File: src/rtl/gb_apu_pkg.sv
// gb_apu_pkg
// Shared APU constants and helpers. The frame-sequencer step decode lives
// here so that every consumer agrees on which step fires which strobe.
//   FS_STEPS       number of sequencer steps per frame
//   FS_STEP_ENV    step that clocks the volume envelopes
//   FS_LEN_MASK    bit n set -> step n clocks the length counters
//   FS_SWEEP_MASK  bit n set -> step n clocks the channel 1 sweep

package gb_apu_pkg;

    localparam int          FS_STEPS      = 8;
    localparam int          FS_STEP_W     = $clog2(FS_STEPS);
    localparam logic [2:0]  FS_STEP_ENV   = 3'd7;
    localparam logic [7:0]  FS_LEN_MASK   = 8'b0101_0101;
    localparam logic [7:0]  FS_SWEEP_MASK = 8'b0100_0100;

    typedef struct packed {
        logic len;
        logic sweep;
        logic env;
    } fs_strobe_t;

    function automatic fs_strobe_t fs_decode(input logic [FS_STEP_W-1:0] s);
        fs_strobe_t r;
        r.len   = FS_LEN_MASK[s];
        r.sweep = FS_SWEEP_MASK[s];
        r.env   = (s == FS_STEP_ENV);
        return r;
    endfunction

endpackage

File: src/rtl/gb_tick_divider.sv
// gb_tick_divider
// Modulo-CLK_DIV prescaler: counts 0..CLK_DIV-1 while enabled and wraps to 0.
//   clk    system clock
//   rst_n  asynchronous active-low reset
//   clr    synchronous clear to 0 (dominates en)
//   en     count enable
//   wrap   high for the cycle in which the count equals CLK_DIV-1 and en=1

module gb_tick_divider #(
    parameter int CLK_DIV = 8192
) (
    input  logic clk,
    input  logic rst_n,
    input  logic clr,
    input  logic en,
    output logic wrap
);

    localparam int         W    = $clog2(CLK_DIV);
    localparam logic [W-1:0] LAST = W'(CLK_DIV - 1);

    logic [W-1:0] count;

    always_ff @(posedge clk or negedge rst_n) begin
        if (!rst_n) begin
            count <= '0;
        end else if (clr) begin
            count <= '0;
        end else if (en) begin
            if (count == LAST) begin
                count <= '0;
            end else begin
                count <= count + W'(1);
            end
        end
    end

    assign wrap = en && !clr && (count == LAST);

endmodule

File: src/rtl/gb_frame_sequencer.sv
// gb_frame_sequencer
// 512 Hz APU frame sequencer. Picks the tick source (internal prescaler or
// falling edge of an external DIV bit), advances an 8-step counter on each
// tick and registers one-cycle strobes for the length, sweep and envelope
// units.
//   clk          system clock
//   rst_n        asynchronous active-low reset
//   apu_enable   APU master enable; 0 forces prescaler and step to 0
//   div_sel      0 = internal prescaler, 1 = falling edge of div_bit
//   div_bit      external DIV bit, synchronous to clk
//   frame_tick   one-cycle pulse per executed step
//   clk_length   one-cycle strobe on steps 0, 2, 4, 6
//   clk_sweep    one-cycle strobe on steps 2, 6
//   clk_vol_env  one-cycle strobe on step 7
//   step         step the next tick will execute
//
// step | meaning
// -----+----------------------
//  0   | length
//  1   | idle
//  2   | length + sweep
//  3   | idle
//  4   | length
//  5   | idle
//  6   | length + sweep
//  7   | volume envelope

module gb_frame_sequencer
    import gb_apu_pkg::*;
#(
    parameter int CLK_DIV = 8192
) (
    input  logic                 clk,
    input  logic                 rst_n,
    input  logic                 apu_enable,
    input  logic                 div_sel,
    input  logic                 div_bit,
    output logic                 frame_tick,
    output logic                 clk_length,
    output logic                 clk_sweep,
    output logic                 clk_vol_env,
    output logic [FS_STEP_W-1:0] step
);

    logic       div_bit_q;
    logic       presc_clr;
    logic       presc_en;
    logic       presc_wrap;
    logic       raw_tick;
    fs_strobe_t dec;

    // The prescaler is parked at 0 while powered off or in external mode,
    // so returning to internal mode always gives a full CLK_DIV period.
    assign presc_clr = !apu_enable || div_sel;
    assign presc_en  = apu_enable && !div_sel;

    gb_tick_divider #(
        .CLK_DIV (CLK_DIV)
    ) u_tick_divider (
        .clk   (clk),
        .rst_n (rst_n),
        .clr   (presc_clr),
        .en    (presc_en),
        .wrap  (presc_wrap)
    );

    // Sampled regardless of mode or power so a re-enable or a mode switch
    // sees a genuine previous value, never a stale one.
    always_ff @(posedge clk or negedge rst_n) begin
        if (!rst_n) begin
            div_bit_q <= 1'b0;
        end else begin
            div_bit_q <= div_bit;
        end
    end

    assign raw_tick = div_sel ? (div_bit_q && !div_bit) : presc_wrap;
    assign dec      = fs_decode(step);

    always_ff @(posedge clk or negedge rst_n) begin
        if (!rst_n) begin
            step        <= '0;
            frame_tick  <= 1'b0;
            clk_length  <= 1'b0;
            clk_sweep   <= 1'b0;
            clk_vol_env <= 1'b0;
        end else if (!apu_enable) begin
            step        <= '0;
            frame_tick  <= 1'b0;
            clk_length  <= 1'b0;
            clk_sweep   <= 1'b0;
            clk_vol_env <= 1'b0;
        end else begin
            frame_tick  <= raw_tick;
            clk_length  <= raw_tick && dec.len;
            clk_sweep   <= raw_tick && dec.sweep;
            clk_vol_env <= raw_tick && dec.env;
            if (raw_tick) begin
                step <= step + FS_STEP_W'(1);
            end
        end
    end

endmodule
File: config.mk
export PLATFORM = sky130hd
export DESIGN_NAME = gb_frame_sequencer
export DESIGN_NICKNAME = d
export VERILOG_FILES = /design/src/rtl/gb_apu_pkg.sv /design/src/rtl/gb_tick_divider.sv /design/src/rtl/gb_frame_sequencer.sv
export SDC_FILE = /design/constraint.sdc
export NUM_CORES = 1
export LEC_CHECK = 0
export BUFFER_PORTS_ARGS = -buffer_cell sky130_fd_sc_hd__buf_4
export CORE_MARGIN = 5
export CORE_UTILIZATION = 50
export CTS_CLUSTER_SIZE = 10
export DETAILED_ROUTE_END_ITERATION = 16
export PLACE_DENSITY_LB_ADDON = 0.05
export SLEW_MARGIN = 20
export SYNTH_ARGS = -nofsm -noshare
export SYNTH_HDL_FRONTEND = slang
export SYNTH_SLANG_ARGS = --single-unit
File: constraint.sdc
create_clock -name clk -period 1.66 [get_ports clk]
set_input_delay 0.166 -clock clk [delete_from_list [all_inputs] [get_ports clk]]
set_output_delay 0.166 -clock clk [all_outputs]
set_load 0.02 [all_outputs]
==> impl_metrics.ini, run 1 <==
[status]
status = completed

[cts]
cts_tree = built
cts_buffer_depth = 2
cts_sinks = 21
insertion_delay_ns = 0.29
clkTransAtPathRegs_ns = 0.11
cts_buffers = 3
root_buffer = clkbuf_4
htreeDepth = 1

[floorplan]
start_util_pct = 51.7
die_w_um = 54.8
rows = 16
die_y_um = 54.8
ioPinCount = 12
dieArea_um2 = 3000
core_area_um2 = 1940

[cells_and_area]
final_cells = 132
final_cell_mix = dfrtp_1, nor2_1, buf_4
final_cell_area_um2 = 1160
layout_commonest_cell = dfrtp_1
nFillCells = 174
nets = 115
insertedDiodeCount = 0
syn2layout_area_growth_pct = 15.7
final_layout_size_suffix_gt1_share_pct = 20.0

[placement]
dp_hpwl_um = 1150
gp_congestion = 0.693
dp.cells = 125
dp_slack_ns = 0.0676
portBuffers = 11
place_area_um2 = 1110

[global_route]
grt.overflow.total = 0
grt_pass1_wl_um = 2700
grt_max_degree = 22
grt_usage_pct = 12.7
grt_pass1_vias = 608
antenna_found_initial = 0

[yosys]
syn_inst = 89
synthArstFlopShare_pct = 100
synth.top_cell.area_share_pct = 52.4
yosysTopAreaCell = dfrtp_1
syn_nets = 98
synth.area.top_cells = dfrtp_1, xnor2_1, nor2_1
ys.flop_type = dfrtp_1
synth_edf_count = 0
netlist_area_um2 = 1000
ys_seq_area_share_pct = 52.4
postSynthAreaPerCell_um2 = 11.3
ys_types = 23
ys_warn_count = 0
synth-seq-cells = 21

[route]
routedWlPerCell_um = 12.1
wl_um = 1600
dr.pass1.iters = 2
drc = 0
ant_nets = 0
routed_via_density = 4.80
initialDrtViolationCount = 4
route.vias.total = 633

[timing]
hold_viol_final = 0
min_period_ns = 1.55
slew_violations = 0
worst_slew_pin_slew_ns = 0.355
hold_slack_ns = 0.183
fin_crit_sh_pct = 93.6
finalClockSkew_ns = 0.00114
fin_ws_ns = 0.106
maxSlewHeadroom_pct = 76.3
setup_viol = 0
fmax_ghz = 0.644

[setup_path]
setup.worst_path.end_class = flip-flop
rr_worst_depth = 5
r2r_start = u_tick_divider.count[0]$_DFF_PN0_
worstPathMaxFanout = 7
rr_endpoint = clk_sweep$_DFF_PN0_
criticalPathCategory = flip-flop to flip-flop
startpoint_type = flip-flop
required_ns = 1.90
crit_arrival_ns = 1.80
reg2reg_slack_ns = 0.11

[power_and_ir_drop]
totalPowerFinal_mw = 0.820
p_per_area_nw_per_um2 = 706
vdd_drop_max_v = 0.000561
p_leak_nw = 0.558

[min_path]
min_path_cells = 3
min-delay-start = apu_enable
hold-path-endpoint = step[2]$_DFFE_PN0P_
min_path_type = primary input to flip-flop

[flow_run]
drv_cap = 0
## power by group
part	total (mW)	internal, mW	switching (mW)
registers	0.522	0.518	0.00482
logic	0.0571	0.0226	0.0345
clock network	0.241	0.0934	0.147
total	0.820	0.634	0.187
## cells in the mapped netlist (2+ instances only)
master	count
dfrtp_1	21
nor2_1	17
nand2_1	9
xnor2_1	9
ha_1	4
inv_1	3
mux2i_1	3
nand4_1	3
nor3_1	3
and3b_1	2
nand3_1	2
xor2_1	2
## through the flow
step,utilization (%),TNS [ns]
finish,59.8,0
global route,59.8,-0.0130
CTS,59.4,0
detailed placement,57.0,0
global placement,57.0,0
floorplan,-,0
## metal layers
metal	share of wire, %	up-vias	track usage, %
met5	0	-	0
met2	42	9	17.9
met1	54	296	18.9
li1	-	326	-
met3	3.8	2	2.45
met4	0.63	0	4.98
## worst max path at each step
stage                                            startpoint                     to  slack (ns)  depth (start not counted)
after detailed placement  u_tick_divider.count[0]$_DFF_PN0_    clk_sweep$_DFF_PN0_        0.07                          5
after global routing      u_tick_divider.count[0]$_DFF_PN0_    step[1]$_DFFE_PN0P_      -0.006                          5
after CTS                 u_tick_divider.count[0]$_DFF_PN0_    clk_sweep$_DFF_PN0_        0.04                          5
final                     u_tick_divider.count[0]$_DFF_PN0_    clk_sweep$_DFF_PN0_        0.11                          5
after global placement    u_tick_divider.count[0]$_DFF_PN0_  clk_vol_env$_DFF_PN0_        0.11                          5
after floorplan           u_tick_divider.count[0]$_DFF_PN0_    clk_sweep$_DFF_PN0_        0.17                          5
## registers in the layout (all words and copies together) (netlist names)
register / flops
clk_vol_env: 1
clk_sweep: 1
frame_tick: 1
clk_length: 1
step: 3
div_bit_q: 1
u_tick_divider.count: 13
## worst max-delay path: stages, from the launching register on
cell and delay (ns):
dfrtp_1 0.42, ha_1 0.27, nand4_4 0.14, nor3_4 0.21, a41oi_4 0.22, and3b_1 0.25
## cells by family (layout without fill, tap and decap cells)
logic type | Yosys count | in the layout | synth area share (%)
AOI/OAI and AO/OA | 2 | 2 | 3.62
xor gates and xnor gates | 11 | 11 | 9.60
adders and majority gates | 4 | 4 | 4.99
buffers and inverters | 5 | 21 | 2.37
DFF | 21 | 21 | 52.4
muxes | 3 | 3 | 2.99
and+or+nand+nor | 43 | 43 | 24.1
## layout make-up
class	count	area (um2)	area share, %
well taps	27	33.8	2.91
multi-input cells	63	454	39.1
repair buffers	14	110	9.48
flip-flops and latches	21	526	45.3
clock buffers	4	26.3	2.26
inverters	3	11.3	0.970
## timing repair
item | CTS | global route
hold buffers | 2 | 0
endpoints found under the hold margin | 22 | 0
setup endpoints to repair | 0 | 17
resized for setup | 0 | 0
setup buffers | 0 | 1
(Power assumes the default switching activity.)
==> run 2, diff against run 1 <==
--- a/config.mk
+++ b/config.mk
@@ -8,6 +8,7 @@
 export BUFFER_PORTS_ARGS = -buffer_cell sky130_fd_sc_hd__buf_4
 export CORE_MARGIN = 5
 export CORE_UTILIZATION = 50
+export CTS_CLUSTER_DIAMETER = 50
 export CTS_CLUSTER_SIZE = 10
 export DETAILED_ROUTE_END_ITERATION = 16
 export PLACE_DENSITY_LB_ADDON = 0.05
==> constraint.sdc (replaced) <==
create_clock -name clk -period 1.66 [get_ports clk]
set_input_delay 0.166 -clock clk [delete_from_list [all_inputs] [get_ports clk]]
set_output_delay 0.166 -clock clk [all_outputs]
set_load 0.1 [all_outputs]
==> run 2 against run 1 <==
Compared with the run above:
- sequential share of layout area is 0.56 points lower
- flip-flop and latch count stayed put
- fmax is 1.7% higher
- clock-buffer cell count stayed put
- clock power hardly changed
- global-route usage is 1.1 points higher
- via count is 1.6% higher
- sequential power hardly changed
- final cell count is 1.5% higher
- non-clock buffer count is 2 higher
- combinational power is 40% higher
- die area stayed put
==> impl_metrics.ini, run 2 (synthesized netlist as in run 1, its figures left out) <==
[timing]
fin_crit_sh_pct = 92.0
maxSlewHeadroom_pct = 74.2
slew_violations = 0
finalClockSkew_ns = 0.000789
min_period_ns = 1.53
hold_slack_ns = 0.177
tns_ns = 0
fin_ws_ns = 0.132
hold_viol_final = 0
setup_viol = 0
fmax_ghz = 0.655
rsz0062_at_grt = no
worst_slew_pin_slew_ns = 0.386

[cts]
cts_tree = built
cts_buffers = 3
cts_sinks = 21
htreeDepth = 1
root_buffer = clkbuf_4
clkTransAtPathRegs_ns = 0.11
cts_buffer_depth = 2
insertion_delay_ns = 0.29

[floorplan]
die_w_um = 54.8
ioPinCount = 12
core_area_um2 = 1940
rows = 16
start_util_pct = 51.7
die_y_um = 54.8
dieArea_um2 = 3000

[cells_and_area]
final_cell_mix = dfrtp_1, nor2_1, buf_4
reg_top3 = u_tick_divider.count (13), step (3)
nets = 117
multi_input_area_um2 = 457
regMostFlops = u_tick_divider.count
nFillCells = 169
layout_commonest_cell = dfrtp_1
register_area_um2 = 528
final_cell_area_um2 = 1180
insertedDiodeCount = 0
final_layout_size_suffix_gt1_share_pct = 24.3
syn2layout_area_growth_pct = 17.7
final_cells = 134
finish.utilization_pct = 60.8
largest_reg_flops = 13

[placement]
gp_congestion = 0.695
dp.cells = 125
dp_slack_ns = 0.0367
portBuffers = 11
dp_hpwl_um = 1120
place_area_um2 = 1110

[global_route]
grt_max_degree = 22
grt_pass1_wl_um = 2910
grt_pass1_vias = 620
grt.overflow.total = 0
grt_usage_pct = 13.8
antenna_found_initial = 0

[route]
routedWlPerCell_um = 11.9
dr.pass1.iters = 3
wl_um = 1590
route.vias.total = 643
drc = 0
routed_via_density = 4.80
ant_nets = 0
initialDrtViolationCount = 5

[power_and_ir_drop]
p_per_area_nw_per_um2 = 714
totalPowerFinal_mw = 0.843
p_leak_nw = 0.563
vdd_drop_max_v = 0.000508

[setup_path]
cpPeakStageDelay_ns = 0.41
crit_arrival_ns = 1.77
startpoint_type = flip-flop
reg2reg_slack_ns = 0.13
path_buf_inv = 0
required_ns = 1.90
worstPathCellList = ha_2, nand4_4, nor3_4, a41oi_4, and3b_1
setup.worst_path.end_class = flip-flop
startpoint = u_tick_divider.count[0]$_DFF_PN0_
cpMaxStageDelayCell = dfrtp_1
rr_worst_depth = 5
cp_top_family = simple AND/OR/NAND/NOR gates
r2r_start = u_tick_divider.count[0]$_DFF_PN0_
worstPathMaxFanout = 7
rr_endpoint = clk_sweep$_DFF_PN0_
criticalPathCategory = flip-flop to flip-flop

[status]
status = completed

[min_path]
min_path_type = primary input to flip-flop
hold-path-endpoint = step[2]$_DFFE_PN0P_
min-delay-start = apu_enable
min_path_cells = 3

[flow_run]
drv_cap = 0
-- run 2: cell count changes in the layout (fill, tap and decap cells not counted), sizes merged --
cell / change
buf: +2
-- run 2: area by class of cell --
class / count / share of cell area [%]
sequential: 21 / 44.7
multi-input combinational: 63 / 38.7
timing repair buffer: 16 / 10.6
tap: 27 / 2.86
clock buffer: 4 / 2.22
inverter: 3 / 0.953
-- run 2: worst register-to-register path, delay by kind of cell, from the launching register on --
family	cells	cell delay [ns]
fa+ha+maj	1	0.24
flops	1	0.41
simple gates	3	0.60
compound gates	1	0.22
-- run 2: repair_timing --
action	CTS	global route
hold buffers	2	0
buffers inserted	0	3
cloned	0	0
endpoints found under the hold margin	22	0
pin swaps	0	1
setup endpoints to repair	1	18
resized for setup	1	0
-- run 2: power by group --
part           switching [mW]  internal (mW)
Combinational          0.0540         0.0260
Sequential            0.00473          0.518
Clock                   0.147         0.0934
-- run 2: how the worst max path moves through the flow --
stage                     slack (ns)                  end  cells after the start
final                           0.13  clk_sweep$_DFF_PN0_                      5
after global routing            0.02  clk_sweep$_DFF_PN0_                      5
after CTS                       0.03  clk_sweep$_DFF_PN0_                      5
after detailed placement        0.04  clk_sweep$_DFF_PN0_                      5
after global placement          0.11  clk_sweep$_DFF_PN0_                      5
after floorplan                 0.14  step[2]$_DFFE_PN0P_                      3
-- run 2: routing by layer --
metal | part of all wire [%] | global-route usage, % | routed length, um | vias to the layer above
li1 | - | - | - | 332
met1 | 53 | 20.5 | 845 | 301
met2 | 42 | 19.3 | 677 | 8
met3 | 3.6 | 3.27 | 58 | 2
met4 | 0.82 | 4.98 | 13 | 0
met5 | 0 | 0 | 0 | -
==> run 3, diff against run 2 <==
--- a/config.mk
+++ b/config.mk
@@ -6,6 +6,7 @@
 export NUM_CORES = 1
 export LEC_CHECK = 0
 export BUFFER_PORTS_ARGS = -buffer_cell sky130_fd_sc_hd__buf_4
+export CAP_MARGIN = 15
 export CORE_MARGIN = 5
 export CORE_UTILIZATION = 50
 export CTS_CLUSTER_DIAMETER = 50
==> constraint.sdc (replaced) <==
create_clock -name clk -period 1.9 [get_ports clk]
set_input_delay 0.19 -clock clk [delete_from_list [all_inputs] [get_ports clk]]
set_output_delay 0.19 -clock clk [all_outputs]
set_load 0.1 [all_outputs]
==> run 3 against run 2 <==
Compared with the run above:
- clock power shrank 12%
- power shrank 13%
- register-to-register slack gained 0.16 ns
- first-iteration DRC count shrank 20%
- final cell count shrank 2.2%
- die area is the same
- flip-flop and latch count is the same
- largest cell class unchanged
- critical endpoint unchanged
- worst hold slack gained 0.031 ns
- final area shrank 2.3%
==> impl_metrics.ini, run 3 (synthesized netlist as in run 1, its figures left out) <==
[min_path]
hold-path-endpoint = step[2]$_DFFE_PN0P_
min-delay-start = apu_enable
min_path_cells = 3
min_path_type = primary input to flip-flop

[cts]
insertion_delay_ns = 0.29
htreeDepth = 1
clkTransAtPathRegs_ns = 0.11
cts_tree = built
cts_buffer_depth = 2
cts_sinks = 21
hold_buffers = 2
root_buffer = clkbuf_4
cts_setup_buffers = 0
cts_resized = 0
cts_buffers = 3

[route]
initialDrtViolationCount = 4
drc = 0
route.vias.total = 631
ant_nets = 0
dr.pass1.iters = 2
wl_um = 1590
routedWlPerCell_um = 12.1
routed_via_density = 4.82

[timing]
tns_ns = 0
finalClockSkew_ns = 0.00113
fmax_ghz = 0.620
fin_crit_sh_pct = 84.8
maxSlewHeadroom_pct = 76.6
fin_ws_ns = 0.288
worst_slew_pin_slew_ns = 0.350
setup_viol = 0
rsz0062_at_grt = no
min_period_ns = 1.61
slew_violations = 0
hold_viol_final = 0

[floorplan]
dieArea_um2 = 3000
die_y_um = 54.8
die_w_um = 54.8
core_area_um2 = 1940
ioPinCount = 12
start_util_pct = 51.7
rows = 16

[cells_and_area]
insertedDiodeCount = 0
largest_reg_flops = 13
final_layout_size_suffix_gt1_share_pct = 19.2
layout_commonest_cell = dfrtp_1
nFillCells = 174
reg_top3 = u_tick_divider.count (13), step (3)
syn2layout_area_growth_pct = 15.0
regMostFlops = u_tick_divider.count
final_cell_mix = dfrtp_1, nor2_1, buf_4
final_cells = 131
nets = 114

[setup_path]
criticalPathCategory = flip-flop to flip-flop
reg2reg_slack_ns = 0.29
rr_worst_depth = 5
worstPathMaxFanout = 7
r2r_start = u_tick_divider.count[0]$_DFF_PN0_
startpoint_type = flip-flop
setup.worst_path.end_class = flip-flop
rr_endpoint = clk_sweep$_DFF_PN0_
required_ns = 2.14
crit_arrival_ns = 1.85

[global_route]
antenna_found_initial = 0
grt_pass1_wl_um = 2700
grt_pass1_vias = 608
grt_max_degree = 22
grt.overflow.total = 0
grt_usage_pct = 12.7

[placement]
dp.cells = 125
gp_congestion = 0.693
dp_slack_ns = 0.308
dp_hpwl_um = 1150
portBuffers = 11

[power_and_ir_drop]
p_leak_nw = 0.553
vdd_drop_max_v = 0.000514
totalPowerFinal_mw = 0.733
p_per_area_nw_per_um2 = 635

[status]
status = completed

[flow_run]
drv_cap = 0
## run 3: cell count changes in the layout (fill, tap and decap cells not counted)
cell,previous run,this run
ha_2,1,0
buf_4,14,11
dfrtp_1,19,21
dfrtp_2,2,0
ha_1,3,4
## run 3: critical path: stages (launching register included)
cell and delay (ns):
dfrtp_1 0.42, ha_1 0.27, nand4_4 0.14, nor3_4 0.27, a41oi_4 0.21, and3b_1 0.25
## run 3: worst max path at each step
stage,from,end,depth (start not counted)
after floorplan,step[0]$_DFFE_PN0P_,step[1]$_DFFE_PN0P_,4
after global placement,u_tick_divider.count[0]$_DFF_PN0_,clk_vol_env$_DFF_PN0_,5
after detailed placement,u_tick_divider.count[0]$_DFF_PN0_,clk_sweep$_DFF_PN0_,5
after CTS,u_tick_divider.count[0]$_DFF_PN0_,clk_sweep$_DFF_PN0_,5
after global routing,u_tick_divider.count[0]$_DFF_PN0_,step[1]$_DFFE_PN0P_,5
final,u_tick_divider.count[0]$_DFF_PN0_,clk_sweep$_DFF_PN0_,5
## run 3: metrics by stage
stage	cell area [um2]	hold WS [ns]	utilization (%)
after floorplan	1000	-0.106	-
after global placement	1110	0.0838	57.0
after detailed placement	1110	0.0907	57.0
after CTS	1150	0.199	59.4
after global routing	1150	0.202	59.4
final	1150	0.208	59.4
## run 3: cell type report
cell class | instances | area [um2] | area share [%]
Tap cell | 27 | 33.8 | 2.93
Inverter | 3 | 11.3 | 0.976
Multi-Input combinational cell | 63 | 454 | 39.4
Clock buffer | 4 | 26.3 | 2.28
Timing Repair Buffer | 13 | 103 | 8.89
Sequential cell | 21 | 526 | 45.6
## run 3: routing by layer
layer / vias to the layer above / routed length, um / global-route usage, %
li1: 324 / - / -
met1: 296 / 859 / 18.9
met2: 9 / 661 / 17.9
met3: 2 / 60 / 2.45
met4: 0 / 10 / 4.98
met5: - / 0 / 0
## run 3: power by group
part | internal (mW) | switching (mW) | leakage, nW | total [mW]
sequential | 0.452 | 0.00420 | 0.289 | 0.456
combinational | 0.0199 | 0.0463 | 0.249 | 0.0661
clock | 0.0816 | 0.129 | 0.0150 | 0.210
total | 0.554 | 0.179 | 0.553 | 0.733
